`src/rtl/instruction_fetch.sv`:
```
// Fetch stage: credit-limited request issue, an in-order pending-PC tracker and a
// 2-entry {pc, instr} output FIFO; a flush drops every response still in flight.
module instruction_fetch #(
   parameter int ADDR_WIDTH  = 32,
   parameter int INSTR_WIDTH = 32
) (
   input  logic                   clk,
   input  logic                   reset,
   input  logic [ADDR_WIDTH-1:0]  pc_in,
   output logic                   pc_en,
   input  logic                   flush,
   output logic                   imem_req_valid,
   input  logic                   imem_req_ready,
   output logic [ADDR_WIDTH-1:0]  imem_addr,
   input  logic                   imem_resp_valid,
   input  logic [INSTR_WIDTH-1:0] imem_resp_data,
   output logic                   if_valid,
   input  logic                   if_ready,
   output logic [ADDR_WIDTH-1:0]  if_pc,
   output logic [INSTR_WIDTH-1:0] if_instr
);

   logic [1:0]             r_outstanding;
   logic [1:0]             r_fifo_cnt;
   logic [1:0]             r_discard;
   logic                   r_pq_rd;
   logic                   r_pq_wr;
   logic                   r_fifo_rd;
   logic                   r_fifo_wr;
   logic                   r_rst_q;
   logic [ADDR_WIDTH-1:0]  r_pq_pc      [2];
   logic [ADDR_WIDTH-1:0]  r_fifo_pc    [2];
   logic [INSTR_WIDTH-1:0] r_fifo_instr [2];

   logic [2:0] w_used;
   logic       w_accept;
   logic       w_resp;
   logic       w_keep;
   logic       w_pop;
   logic [1:0] w_outstanding_nxt;
   logic [1:0] w_fifo_cnt_nxt;
   logic [1:0] w_discard_nxt;

   // Requests stay blocked for one cycle after reset so credit is judged from cleared counters.
   assign w_used         = {1'b0, r_outstanding} + {1'b0, r_fifo_cnt};
   assign imem_req_valid = !reset && !flush && !r_rst_q && (w_used < 3'd2);
   assign imem_addr      = pc_in;
   assign pc_en          = imem_req_valid && imem_req_ready;
   assign w_accept       = pc_en;

   assign w_resp   = imem_resp_valid && !reset && (r_outstanding != 2'd0);
   assign w_keep   = w_resp && (r_discard == 2'd0) && !flush;
   assign if_valid = !reset && (r_fifo_cnt != 2'd0);
   assign if_pc    = r_fifo_pc[r_fifo_rd];
   assign if_instr = r_fifo_instr[r_fifo_rd];
   assign w_pop    = if_valid && if_ready && !flush;

   always_comb begin
      // NOTE: each signal assigned here gets a default first, so no path can infer a latch.
      w_outstanding_nxt = r_outstanding + {1'b0, w_accept} - {1'b0, w_resp};
      w_fifo_cnt_nxt    = r_fifo_cnt + {1'b0, w_keep} - {1'b0, w_pop};
      w_discard_nxt     = r_discard;
      if (flush) begin
         w_fifo_cnt_nxt = 2'd0;
         w_discard_nxt  = r_outstanding - {1'b0, w_resp};
      end else if (w_resp && (r_discard != 2'd0)) begin
         w_discard_nxt = r_discard - 2'd1;
      end
   end

   // NOTE: sequential state uses non-blocking assignments so every flop samples pre-edge values.
   always_ff @(posedge clk) begin
      r_rst_q <= reset;
      if (reset) begin
         r_outstanding <= 2'd0;
         r_fifo_cnt    <= 2'd0;
         r_discard     <= 2'd0;
         r_pq_rd       <= 1'b0;
         r_pq_wr       <= 1'b0;
         r_fifo_rd     <= 1'b0;
         r_fifo_wr     <= 1'b0;
      end else begin
         r_outstanding <= w_outstanding_nxt;
         r_fifo_cnt    <= w_fifo_cnt_nxt;
         r_discard     <= w_discard_nxt;
         if (w_accept) r_pq_wr <= !r_pq_wr;
         if (w_resp)   r_pq_rd <= !r_pq_rd;
         if (flush) begin
            r_fifo_rd <= 1'b0;
            r_fifo_wr <= 1'b0;
         end else begin
            if (w_keep) r_fifo_wr <= !r_fifo_wr;
            if (w_pop)  r_fifo_rd <= !r_fifo_rd;
         end
      end
   end

   // NOTE: storage arrays are not reset; the counters and pointers alone decide which entries are live.
   always_ff @(posedge clk) begin
      if (w_accept) r_pq_pc[r_pq_wr] <= pc_in;
      if (w_keep) begin
         r_fifo_pc[r_fifo_wr]    <= r_pq_pc[r_pq_rd];
         r_fifo_instr[r_fifo_wr] <= imem_resp_data;
      end
   end

endmodule

```
`config.mk`:
```
export PLATFORM = sky130hd
export DESIGN_NAME = instruction_fetch
export DESIGN_NICKNAME = d
export VERILOG_FILES = /design/src/rtl/instruction_fetch.sv
export SDC_FILE = /design/constraint.sdc
export NUM_CORES = 1
export LEC_CHECK = 0
export BUFFER_PORTS_ARGS = -buffer_cell sky130_fd_sc_hd__buf_2
export CORE_MARGIN = 2
export CORE_UTILIZATION = 54
export DETAILED_ROUTE_END_ITERATION = 12
export PLACE_DENSITY = 0.79
export SLEW_MARGIN = 20
export SYNTH_ARGS = -nofsm -noshare
export SYNTH_HDL_FRONTEND = slang
export SYNTH_SLANG_ARGS = --single-unit
```
`constraint.sdc`:
```
create_clock -name clk -period 6.85 [get_ports clk]
set_input_delay 0.685 -clock clk [delete_from_list [all_inputs] [get_ports clk]]
set_output_delay 0.685 -clock clk [all_outputs]
set_load 0.01 [all_outputs]
```
# == Yosys cells after proc, flatten, opt, wreduce, memory -nomap -nowiden ==
# Memories as Yosys holds them, arrays and structs flattened. A register that Yosys moved wholly into a read port is not among the register bits.
# Cells that the tools add are included.
# totals
regBits,11
ramBits,192
in_bits,70
out_inout_bits,99
elab_cells,56
n_memories,3
# op_classes
add_sub_neg,7
n_lt_le_gt_ge,1
muxes,12
reduce_logical,25
# mem_list
memory,words,word_bits,read_ports,rd_ports_with_merged_regs,wr,line,rtl
r_fifo_instr,2,32,1,1,1,33,logic [INSTR_WIDTH-1:0] r_fifo_instr [2];
r_fifo_pc,2,32,1,1,1,32,logic [ADDR_WIDTH-1:0] r_fifo_pc [2];
r_pq_pc,2,32,1,1,1,31,logic [ADDR_WIDTH-1:0] r_pq_pc [2];
# op_table
cell,count
1-bit logical AND,12
1-bit two-way mux,10
2-bit nonzero test,4
1-bit logical NOT,7
2-bit by 1-bit subtractor with 2-bit output,3
2-bit by 1-bit adder with 2-bit output,2
2-bit two-way mux,2
2-bit by 2-bit adder with 3-bit output,1
"3-bit by 2-bit < comparator with 1-bit output, second input constant",1
2-bit logical NOT,1
2-bit OR reduction,1
"2-bit by 1-bit subtractor with 2-bit output, second input constant",1

# == Longest topological paths before layout ==
# depth
ltp_word,7
depth_mapped,10
mapped_depth_nobuf,10

# == Least setup slack after synthesis ==
# Ideal clock, no wire load.
# synth_timing
path_type,input to register
startpoint,input reset
endpoint,"memory r_fifo_instr[0][0], enable pin"
setup_time_ns,0.524
arrival_ns,4.533
t_required_ns,6.326
slack_ns,1.793
cell_stages,3
n_path_buf,1
path_cell_list,nand2b_4 buf_6 nor4_2
# synth_via
elab_chain_cells,7
# synth_lines
item,line,rtl
start: declaration,8,"input logic reset,"
1-bit logical NOT,51,assign w_resp = imem_resp_valid && !reset && (r_outstanding != 2'd0);
1-bit logical AND (2 in series),51,
1-bit logical AND (2 in series),52,assign w_keep = w_resp && (r_discard == 2'd0) && !flush;
1-bit two-way mux,101,if (w_keep) begin
1-bit two-way mux (not written as such),103,r_fifo_instr[r_fifo_wr] <= imem_resp_data;
end: declaration,33,
# No other way between the ends.

# == Final worst setup path ==
# layout_timing
startpoint,register r_outstanding[0]
endpoint,output pc_en
# layout_via
elab_chain_cells,4
# layout_lines
item,line,rtl
start: declaration,23,logic [1:0] r_outstanding;
start signal: assignment,83,r_outstanding <= w_outstanding_nxt;
2-bit by 2-bit adder with 3-bit output,45,"assign w_used = {1'b0, r_outstanding} + {1'b0, r_fifo_cnt};"
3-bit by 2-bit < comparator with 1-bit output,46,assign imem_req_valid = !reset && !flush && !r_rst_q && (w_used < 3'd2);
1-bit logical AND,46,
1-bit logical AND,48,assign pc_en = imem_req_valid && imem_req_ready;
end: declaration,10,"output logic pc_en,"
# No other way between the ends.

==> flow_summary_export.csv <==
group,metric,value,unit
synthesis,avgSynthCellArea,19.3,um2
worst_setup_path,critPathRequiredTime,6160,ps
clocking,clock-root-buffer,"clkbuf_16",
synthesis,synthFlopType,"edfxtp_1",
synthesis,ys_seq_area_share,76.9,%
global_routing,grt_use_total,16.1,%
global_routing,grt_antenna_before_repair,1,
floorplanning,dieArea,15500,um2
sta,setup_tns,0,ps
sta,fmax,362,MHz
floorplanning,core_area,14400,um2
sta,layout_setup_ws,4090,ps
floorplanning,die_h,124,um
power,total_power,2.57,mW
finish,multiInputGateArea,1500,um2
sta,period_minus_slack,2760,ps
sta,drv_slew,0,
synthesis,yosysTopAreaCell,"edfxtp_1",
synthesis,synth_area,7830,um2
sta,rsz0062_at_grt,"no",
sta,period_share,40.4,%
finish,regArea,6030,um2
placement,place_congestion,0.739,
global_routing,grt_pass1_wl,19.9,mm
finish,fillers,992,
synthesis,ys_ff_latch,205,
clocking,cts_num_sinks,205,
sta,slew_headroom,34.9,%
finish,nNetsFinal,629,
placement,dpl_worst_slack,4150,ps
global_routing,grt_max_degree,65,
worst_setup_path,crit_slowest_cell,"fa_1",
global_routing,grt.met1_usage,20.5,%
finish,drive_gt1_share,54.0,%
power,leakagePower,3.36,nW
route,drc,0,
clocking,clk_pin_slew,60,ps
clocking,clk_latency,480,ps
synthesis,async_reset_ff_share,0,%
hold_path,worstHoldPathType,"input pin to register",
worst_setup_path,crit_fanout,5,
worst_setup_path,cp_data_arrival_time,2080,ps
synthesis,synth_edf_count,192,
placement,dp_cells,714,
run_status,run_status,"complete, no violations",
clocking,postCtsHoldBufs,0,
clocking,cts_tree,"yes",
route,ant_nets,0,
route,vias,3860,
floorplanning,rows,44,
synthesis,synthDistinctLibCells,34,
clocking,numCtsBuffers,21,
synthesis,syn_inst,405,
route,drt_iter0_drc,191,
route,routedWlPerCell,16.8,um
worst_setup_path,reg2reg_slack,4180,ps
finish,area_delta_synth_final,18.9,%
worst_setup_path,cpPeakStageDelay,420,ps
power,worst_ir_drop_vdd,0.000232,V
sta,hold_viol,0,
synthesis,synth_top_area_share,73.6,%
route,routed_via_density,5.13,
worst_setup_path,end_kind,"output port",
clocking,cts_resized,0,
route,drt-total-wl,12.6,mm
sta,setup_violations,0,
placement,port_buffers,168,
synthesis,syn_nets,481,
global_routing,grtUsageMet2,27.8,%
power,power_density,275,nW/um2
worst_setup_path,cp_cell_sequence,"and2_1 -> fa_1 -> nor3_1 -> and3_1 -> buf_2",
worst_setup_path,start_kind,"register",
placement,dpl.hpwl,7.71,mm
global_routing,gr-max-usage-layer,"met2",
route,first_pass_iters,4,
sta,finClkSkew,9.22,ps
floorplanning,die_x,124,um
finish,stdcell_count,752,
sta,worst_pin_slew,974,ps
floorplanning,initial_utilization,54.5,%
clocking,h-tree-depth,1,
synthesis,ys_warn_count,0,
floorplanning,top_level_ports,169,
clocking,cts_setup_buffers,0,
global_routing,grt-ovfl-total,0,
clocking,clockBufferDepth,3,
sta,fin_hold_ws,401,ps
global_routing,grt_pass1_vias,3911,
synthesis,synth_area_leaders,"edfxtp_1 74%, mux2_2 14%, dfxtp_1 3.3%",
worst_setup_path,critPathKind,"register to output port",
global_routing,use_met3,3.48,%
job,maxCapViolations,0,
-- worst paths after layout --
kind	start	cells after the start	endpoint
worst max-delay path	r_outstanding[0]$_SDFF_PP0_	5	pc_en
worst max register to register	r_outstanding[0]$_SDFF_PP0_	5	r_pq_pc[0][14]$_DFFE_PP_
worst min-delay path	imem_resp_data[0]	1	r_fifo_instr[0][0]$_DFFE_PP_
worst min register to register	r_fifo_rd$_SDFFE_PP0P_	2	register
-- routing by layer --
metal  part of all wire, %  up-vias  wire length, um
met5                     0        -                0
met2                    50      144             6340
met1                    40     1865             5100
li1                      -     1823                -
met4                   2.6        0              334
met3                   6.8       28              858
-- synth_stat cells, types with 2 or more instances --
cell      number
nor2_1        10
ha_1           5
buf_4         32
and2_1         5
nor2b_1        2
mux2_2        94
nand2b_1       2
xor2_1         3
o31a_1         4
inv_1          6
edfxtp_1     192
buf_2         11
nor3_1         2
mux2_1         2
dfxtp_1       13
a21oi_1        3
o21ai_0        2
-- cell families (layout without fill, tap and decap cells) --
kind of cell               after synthesis  count (layout)  synth area share, %
DFF                                    205             205                 76.9
buffers and inverters                   51             213                 4.25
other                                    0               1                    0
xor gates and xnor gates                 4               4                0.447
and+or+nand+nor                         31              31                 2.41
adders and majority gates                6               6                 1.05
AOI/OAI and AO/OA                       11              11                0.959
muxes                                   97              97                 13.9
-- power breakdown --
| part | internal [mW] | switching [mW] | leakage [nW] |
|---|---|---|---|
| Clock | 0.642 | 0.446 | 0.326 |
| Combinational | 0.0414 | 0.0486 | 1.20 |
| Sequential | 1.38 | 0.00751 | 1.84 |
| Total | 2.06 | 0.502 | 3.36 |
-- per-stage QoR --
stage	area, um2	utilization, %
floorplan	7830	-
global placement	8640	60.1
detailed placement	8640	60.1
CTS	9310	64.8
global route	9310	64.8
finish	9310	64.8
-- layout by cell type (no fill, tap or decap), types with 3 or more instances in the layout --
cell	count
clkinv_4	4
and2_1	4
inv_1	6
ha_1	5
buf_2	168
clkbuf_16	21
clkinv_1	3
xor2_1	3
dfxtp_1	11
o31a_1	4
mux2_2	94
clkinv_2	3
a21oi_1	3
edfxtp_1	192
nor2_1	9
-- worst max-delay path: cells and delay by family (launching register included) --
kind | cells | cell delay [ps]
DFF | 1 | 370
and+or+nand+nor | 3 | 640
buffers and inverters | 1 | 170
adders and majority gates | 1 | 420
-- flip-flops by register name (all words and copies together) (netlist names), named ones only --
signal,cells
r_pq_rd,1
r_fifo_wr,1
r_discard,2
r_pq_pc,64
r_rst_q,1
r_fifo_cnt,2
r_fifo_rd,1
r_fifo_pc,64
r_outstanding,2
r_fifo_instr,64
r_pq_wr,1
-- area by class of cell --
class	count	area share, %
Clock inverter	15	1.56
Antenna cell	1	0.0269
Multi-Input combinational cell	149	16.1
Inverter	6	0.242
Tap cell	184	2.47
Sequential cell	205	64.8
Timing Repair Buffer	170	9.19
Clock buffer	22	5.68
Note: power is estimated with default switching activity, not from simulation.
